<file path="src/rtl/sequential_divider_pkg.sv">
// Shared definitions for the restoring sequential divider: state encoding
// and the iteration counter width helper.
package sequential_divider_pkg;

  localparam logic [1:0] ST_IDLE   = 2'd0;
  localparam logic [1:0] ST_DIVIDE = 2'd1;
  localparam logic [1:0] ST_DONE   = 2'd2;

  // Counter must hold WORD_LENGTH-1; never narrower than one bit.
  function automatic int cnt_width(input int w);
    return (w <= 2) ? 1 : $clog2(w);
  endfunction

endpackage

</file>
<file path="src/rtl/sequential_divider_div_step.sv">
// One restoring-division iteration: trial subtract of the divisor from the
// shifted partial remainder, keeping the difference only when non-negative.
module div_step #(
  parameter int WORD_LENGTH = 8
) (
  input  logic [WORD_LENGTH:0]   rem_shifted,
  input  logic [WORD_LENGTH-1:0] divisor,
  output logic [WORD_LENGTH-1:0] rem_next,
  output logic                   q_bit
);

  logic [WORD_LENGTH:0] trial;

  // When the trial goes negative the shifted remainder is below the divisor,
  // so its top bit is zero and the low WORD_LENGTH bits lose nothing.
  assign trial    = rem_shifted - {1'b0, divisor};
  assign q_bit    = ~trial[WORD_LENGTH];
  assign rem_next = q_bit ? trial[WORD_LENGTH-1:0] : rem_shifted[WORD_LENGTH-1:0];

endmodule

</file>
<file path="src/rtl/sequential_divider.sv">
// Restoring shift-and-subtract unsigned divider, one quotient bit per clock.
// Results hold from the done pulse until the next accepted start.
module sequential_divider
  import sequential_divider_pkg::*;
#(
  parameter int WORD_LENGTH = 8
) (
  input  logic                   clk,
  input  logic                   reset,
  input  logic                   start,
  input  logic [WORD_LENGTH-1:0] dividend,
  input  logic [WORD_LENGTH-1:0] divisor,
  output logic [WORD_LENGTH-1:0] quotient,
  output logic [WORD_LENGTH-1:0] remainder,
  output logic                   busy,
  output logic                   done,
  output logic                   div_by_zero
);

  localparam int CW = cnt_width(WORD_LENGTH);

  logic [1:0]             state;
  logic [WORD_LENGTH-1:0] rem_r;
  logic [WORD_LENGTH-1:0] quo_r;
  logic [WORD_LENGTH-1:0] div_r;
  logic [CW-1:0]          count;
  logic                   dbz_r;
  logic [WORD_LENGTH:0]   rem_shifted;
  logic [WORD_LENGTH-1:0] rem_next;
  logic                   q_bit;

  // The partial remainder never exceeds the divisor, so its stored width is
  // WORD_LENGTH; the extra bit only exists in the shifted trial value.
  assign rem_shifted = {rem_r, quo_r[WORD_LENGTH-1]};

  div_step #(.WORD_LENGTH(WORD_LENGTH)) u_step (
    .rem_shifted (rem_shifted),
    .divisor     (div_r),
    .rem_next    (rem_next),
    .q_bit       (q_bit)
  );

  always_ff @(posedge clk or posedge reset) begin
    if (reset) begin
      state <= ST_IDLE;
      rem_r <= '0;
      quo_r <= '0;
      div_r <= '0;
      count <= '0;
      dbz_r <= 1'b0;
    end else begin
      case (state)
        ST_IDLE: begin
          if (start) begin
            div_r <= divisor;
            if (divisor == '0) begin
              quo_r <= '1;
              rem_r <= dividend;
              dbz_r <= 1'b1;
              state <= ST_DONE;
            end else begin
              quo_r <= dividend;
              rem_r <= '0;
              count <= CW'(WORD_LENGTH - 1);
              dbz_r <= 1'b0;
              state <= ST_DIVIDE;
            end
          end
        end
        ST_DIVIDE: begin
          rem_r <= rem_next;
          quo_r <= {quo_r[WORD_LENGTH-2:0], q_bit};
          count <= count - CW'(1);
          if (count == '0) state <= ST_DONE;
        end
        ST_DONE: state <= ST_IDLE;
        default: state <= ST_IDLE;
      endcase
    end
  end

  assign quotient    = quo_r;
  assign remainder   = rem_r;
  assign busy        = (state != ST_IDLE);
  assign done        = (state == ST_DONE);
  assign div_by_zero = dbz_r;

endmodule

</file>
<file path="config.mk">
export PLATFORM = sky130hd
export DESIGN_NAME = sequential_divider
export DESIGN_NICKNAME = d
export VERILOG_FILES = /design/src/rtl/sequential_divider_pkg.sv /design/src/rtl/sequential_divider_div_step.sv /design/src/rtl/sequential_divider.sv
export SDC_FILE = /design/constraint.sdc
export NUM_CORES = 1
export LEC_CHECK = 0
export CAP_MARGIN = 10
export CORE_MARGIN = 10
export CORE_UTILIZATION = 35
export CTS_BUF_LIST = sky130_fd_sc_hd__clkbuf_2 sky130_fd_sc_hd__clkbuf_4 sky130_fd_sc_hd__clkbuf_8
export CTS_CLUSTER_DIAMETER = 30
export DETAILED_ROUTE_END_ITERATION = 16
export PLACE_DENSITY_LB_ADDON = 0.1
export REMOVE_ABC_BUFFERS = 1
export SYNTH_ARGS = -nofsm -noshare
export SYNTH_HDL_FRONTEND = slang
export SYNTH_SLANG_ARGS = --single-unit
</file>
<file path="constraint.sdc">
create_clock -name clk -period 2.95 [get_ports clk]
set_clock_uncertainty 0.1 [all_clocks]
set_input_delay 0.885 -clock clk [delete_from_list [all_inputs] [get_ports clk]]
set_output_delay 0.885 -clock clk [all_outputs]
set_load 0.03 [all_outputs]
</file>
==> results.py, run 1 <==
metrics = {
    "outcome": {
        "status": "finished, final reports clean",
    },
    "critical_path": {
        "r2r-end": "remainder[6]",
        "critPathLaunchType": "register",
        "rr_worst_depth": 10,
        "r2r_start": "quotient[7]",
        "rrSetupSlack_ns": 0.39,
        "worstPathMaxFanout": 11,
        "cp-endpoint": "remainder[6]",
        "crit_type": "register to register",
        "worstPathArrival_ns": 2.60,
        "end_kind": "register",
        "required_ns": 3.00,
        "startpoint": "quotient[7]",
    },
    "place": {
        "dp.cells": 303,
        "place_congestion": 0.834,
        "place_ws_ns": 0.136,
        "hpwl_um": 3630,
        "io_buffer_count": 37,
    },
    "power_and_ir_drop": {
        "power_switching_w": 0.00156,
        "seqPwrFrac_pct": 23.0,
        "peakVddDrop_mv": 0.429,
        "p_int_w": 0.00189,
        "p_sw_share_pct": 45.2,
        "power_w": 0.00344,
        "clockPowerShare_pct": 12.4,
        "total_leakage_power_nw": 1.04,
        "powerDensity_mw_per_mm2": 1420,
        "pwr-share-comb_pct": 64.5,
    },
    "grt": {
        "grt_overflow": 0,
        "grt_max_degree": 31,
        "grt_pass1_wl_um": 8000,
        "grt_pass1_vias": 1599,
        "gr-usage-all-layers_pct": 11.6,
        "antenna_found_initial": 0,
    },
    "floorplanning": {
        "die-area_mm2": 0.00857,
        "rows": 26,
        "coreArea_mm2": 0.00511,
        "start_util_pct": 36.1,
        "dieWidth_um": 92.6,
        "dieHeight_um": 92.6,
        "ios": 38,
    },
    "cts": {
        "clockBufferDepth": 2,
        "cts_tree": "done",
        "cts-root-buf": "clkbuf_8",
        "clock_sinks": 30,
        "clock_latency_ns": 0.29,
        "cts_resized": 0,
        "cts.clk_slew.worst_paths_ns": 0.07,
        "cts_setup_buffers": 0,
        "cts_hold_buf": 0,
        "cts_buffers": 5,
        "cts_max_level": 2,
    },
    "timing": {
        "period_needed_ns": 2.56,
        "slew_headroom_pct": 59.8,
        "worst_pin_slew_ns": 0.604,
        "grt_setup_unrepaired": "no",
        "setup_viol": 0,
        "period_share_pct": 86.6,
        "setup_slack_ns": 0.395,
        "hold_viol_final": 0,
        "drv_slew": 0,
        "fin_tns_setup_ns": 0,
        "holdWs_ns": 0.392,
        "max_freq_mhz": 391,
    },
    "routing": {
        "drc_errors": 0,
        "first_pass_iters": 4,
        "vias": 1563,
        "drt-vias-per-instance": 5.03,
        "ant_nets": 0,
        "wl_per_cell_um": 15.0,
        "wirelength_um": 4680,
        "drt_iter0_markers": 61,
    },
    "synth": {
        "synthCells": 197,
        "yosysWarnings": 0,
        "yosysSeqAreaShare_pct": 40.7,
        "synth.largest_area_cell": "dfrtp_1",
        "netlist.area_leader.share_pct": 40.7,
        "ys_top_cells_by_area": "dfrtp_1 (41%), ha_1 (6.8%), mux2_2 (6.1%)",
        "syn_area_mm2": 0.00184,
        "avgSynthCellArea_um2": 9.36,
        "synth.distinct_cells": 37,
        "yosys_register_bits": 30,
    },
    "cells_and_area": {
        "final_common_cell": "clkdlybuf4s50_1",
        "layout.nets": 270,
        "regArea_um2": 751,
        "fillCellCount": 517,
        "area_growth_pct": 31.5,
        "drive_gt1_share_pct": 12.9,
        "layout_common_cells": "clkdlybuf4s50_1 (37), dfrtp_1 (30), nand2_1 (19), nor2_1 (16), inv_1 (15)",
        "multi_input_area_um2": 992,
        "num_antenna_cells": 0,
        "fin_cells": 311,
    },
    "job": {
        "cap_violations": 0,
    },
    "min_path": {
        "hold_class": "register to register",
    },
}
==> flip-flops by register name, indices dropped and copies added (netlist names) <==
name         count
div_r            8
quotient         8
remainder        8
count            3
state            2
div_by_zero      1
==> cell type report <==
type,count,share of cell area (%)
Multi-Input combinational cell,144,40.9
Sequential cell,30,31.0
Timing Repair Buffer,44,17.4
Tap cell,70,3.61
Clock buffer,6,3.15
Inverter,15,2.32
Clock inverter,2,1.55
==> power groups by stage <==
stage               Combinational (W)  Clock, W  Sequential [W]
finish                        0.00222  0.000428        0.000793
global route                  0.00248  0.000458        0.000831
CTS                           0.00225  0.000436        0.000796
detailed placement            0.00224         0        0.000804
global placement              0.00223         0        0.000802
floorplan                     0.00138         0        0.000971
==> synthesized netlist by cell type (all sizes together) <==
cell and n:
a31oi 2, nor2 16, a211oi 3, or2 1, a22oi 1, nand2b 3
a21oi 13, ha 10, fa 1, o221ai 1, a21boi 1, a211o 1
nand3 4, nor4 2, o211a 1, clkbuf 4, and2 3, xor2 3
mux2 10, o22ai 10, o2bb2ai 1, buf 4, a221oi 1, dfrtp 30
o211ai 8, o21ai 14, inv 15, nand2 19, nand4b 1, mux2i 7
nor3b 1, nor2b 6
==> how the worst min path moves through the flow <==
| stage | end | depth (start not counted) | from | slack, ns |
|---|---|---|---|---|
| final | div_by_zero | 2 | div_by_zero | 0.39 |
| after global routing | div_by_zero | 2 | div_by_zero | 0.43 |
| after CTS | div_by_zero | 2 | div_by_zero | 0.40 |
| after detailed placement | div_by_zero | 2 | div_by_zero | 0.38 |
| after global placement | div_by_zero | 2 | div_by_zero | 0.38 |
| after floorplan | div_r[1] | 1 | div_r[1] | 0.38 |
==> metrics by stage <==
step	instance area [µm²]	utilization [%]
final	2420	47.5
after global routing	2420	47.5
after CTS	2420	47.5
after detailed placement	2310	45.2
after global placement	2310	45.2
after floorplan	1800	-
==> metal layers <==
metal  part of all wire, %  up-vias  GRT usage, %
li1                      -      786             -
met1                    49      726          14.9
met2                    43       45          17.5
met3                   6.5        6          4.52
met4                   1.1        0          3.08
met5                     0        -             0
==> worst max-delay path, stage by stage (launching register included) <==
cell and delay [ns]:
dfrtp_1 0.38, inv_1 0.08, ha_1 0.20, inv_1 0.06, fa_1 0.41, a211oi_2 0.26, o211ai_2 0.12, a221oi_2 0.25
buf_4 0.24, mux2i_1 0.22, o22ai_1 0.09
==> kinds of logic after synthesis <==
group                    share of synthesized area, %
XOR/XNOR                                         1.43
adder cells (fa/ha/maj)                          7.88
AO/OA/AOI/OAI                                    20.4
flip-flops                                       40.7
AND/OR/NAND/NOR                                  14.2
buffers and inverters                            5.43
multiplexers                                     9.91
No activity file was read; power rests on OpenSTA's default activity.
==> run 2, diff against run 1 <==
--- a/config.mk
+++ b/config.mk
@@ -8,7 +8,7 @@
 export CAP_MARGIN = 10
 export CORE_MARGIN = 10
 export CORE_UTILIZATION = 35
-export CTS_BUF_LIST = sky130_fd_sc_hd__clkbuf_2 sky130_fd_sc_hd__clkbuf_4 sky130_fd_sc_hd__clkbuf_8
+export CTS_BUF_LIST = sky130_fd_sc_hd__clkbuf_4
 export CTS_CLUSTER_DIAMETER = 30
 export DETAILED_ROUTE_END_ITERATION = 16
 export PLACE_DENSITY_LB_ADDON = 0.1
==> run 2 against run 1 <==
Against the previous run: die area stayed put; maximum frequency decreased by 2.0%; global-route usage down 0.12 points; via count barely moved; critical path depth fell by 7; worst hold slack gained 0.0093 ns; design area fell by 1.3%; routed wire length fell by 1.2%; sequential power about the same; final cell count stayed put.
==> results.py, run 2 (synthesized netlist as in run 1, its figures left out) <==
metrics = {
    "grt": {
        "gr-usage-all-layers_pct": 11.4,
        "grt_pass1_wl_um": 7960,
        "antenna_found_initial": 0,
        "grt_pass1_vias": 1579,
        "grt_max_degree": 31,
        "grt_overflow": 0,
    },
    "cells_and_area": {
        "layout_common_cells": "clkdlybuf4s50_1 (37), dfrtp_1 (30), nand2_1 (19), nor2_1 (16), inv_1 (15)",
        "regArea_um2": 751,
        "drive_gt1_share_pct": 12.9,
        "num_antenna_cells": 0,
        "final_common_cell": "clkdlybuf4s50_1",
        "multi_input_area_um2": 992,
        "fin_util_pct": 46.8,
        "area_growth_pct": 29.8,
        "layout.nets": 270,
        "fillCellCount": 516,
        "fin_cells": 311,
    },
    "floorplanning": {
        "rows": 26,
        "ios": 38,
        "coreArea_mm2": 0.00511,
        "dieHeight_um": 92.6,
        "die-area_mm2": 0.00857,
        "start_util_pct": 36.1,
        "dieWidth_um": 92.6,
    },
    "critical_path": {
        "r2r-end": "remainder[4]",
        "rr_worst_depth": 10,
        "worstPathArrival_ns": 1.62,
        "crit_type": "register to output pin",
        "crit_chain": "nor2_1, inv_1, clkdlybuf4s50_1",
        "required_ns": 1.97,
        "crit_path_max_incr_delay_ns": 0.59,
        "worstPathMaxFanout": 6,
        "r2r_start": "quotient[7]",
        "cpMaxStageDelayCell": "clkdlybuf4s50_1",
        "end_kind": "output pin",
        "rrSetupSlack_ns": 0.39,
        "critPathLaunchType": "register",
    },
    "cts": {
        "cts_tree": "done",
        "cts_hold_buf": 0,
        "cts.clk_slew.worst_paths_ns": 0.11,
        "cts_buffers": 5,
        "cts_max_level": 2,
        "cts-root-buf": "clkbuf_4",
        "clock_sinks": 30,
        "clock_latency_ns": 0.34,
        "cts_resized": 0,
        "cts_setup_buffers": 0,
        "clockBufferDepth": 2,
    },
    "routing": {
        "wl_per_cell_um": 14.9,
        "drt_iter0_markers": 44,
        "ant_nets": 0,
        "first_pass_iters": 4,
        "drt-vias-per-instance": 5.02,
        "drc_errors": 0,
        "wirelength_um": 4620,
        "vias": 1562,
    },
    "timing": {
        "worst_pin_slew_ns": 0.622,
        "drv_slew": 0,
        "fin_tns_setup_ns": 0,
        "period_share_pct": 88.4,
        "slew_headroom_pct": 58.5,
        "grt_setup_unrepaired": "no",
        "holdWs_ns": 0.402,
        "max_freq_mhz": 384,
        "setup_viol": 0,
        "hold_viol_final": 0,
        "period_needed_ns": 2.61,
    },
    "min_path": {
        "min-delay-start": "div_by_zero",
        "hold_class": "register to register",
        "hold-path-cell-count": 2,
        "min_to": "div_by_zero",
    },
    "place": {
        "dp.cells": 303,
        "io_buffer_count": 37,
        "hpwl_um": 3630,
        "place_congestion": 0.834,
    },
    "outcome": {
        "status": "finished, final reports clean",
    },
    "job": {
        "cap_violations": 0,
    },
    "power_and_ir_drop": {
        "total_leakage_power_nw": 1.02,
        "peakVddDrop_mv": 0.430,
        "powerDensity_mw_per_mm2": 1400,
    },
}
-- run 2: per-layer routing --
layer	track usage, %	wire [µm]
met1	14.9	2300
met2	17.1	1960
met3	4.04	298
met4	3.98	65
met5	0	0
-- run 2: critical path, delay by kind of cell, from the launching register on --
family | cells | cell delay (ns)
buffers and inverters | 2 | 0.65
DFF | 1 | 0.44
and+or+nand+nor | 1 | 0.20
-- run 2: per-stage QoR --
stage	setup WS, ns	total power, W	area, µm²
CTS	0.320	0.00340	2390
global placement	0.148	0.00303	2310
detailed placement	0.136	0.00305	2310
global route	0.219	0.00367	2390
floorplan	0.0471	0.00235	1800
finish	0.344	0.00335	2390
-- run 2: power by group --
| part | leakage (nW) | switching [W] | internal, W |
|---|---|---|---|
| logic | 0.623 | 0.00122 | 0.00100 |
| clock network | 0.0419 | 0.000157 | 0.000188 |
| registers | 0.358 | 0.000169 | 0.000622 |
-- run 2: area by class of cell --
cell class	count	area share, %
clock buffer	6	1.88
clock inverter	2	1.57
inverter	15	2.35
multi-input combinational	144	41.5
sequential	30	31.4
tap	70	3.66
timing repair buffer	44	17.7
-- run 2: worst max path at each step --
| stage | startpoint | endpoint | slack (ns) | cells after the start |
|---|---|---|---|---|
| after global routing | quotient[7] | remainder[2] | 0.22 | 10 |
| after floorplan | quotient[7] | remainder[3] | 0.05 | 9 |
| after global placement | divisor[4] | quotient[7] | 0.15 | 6 |
| after CTS | state[0] | busy | 0.32 | 3 |
| final | state[0] | busy | 0.34 | 3 |
| after detailed placement | divisor[4] | quotient[7] | 0.14 | 6 |
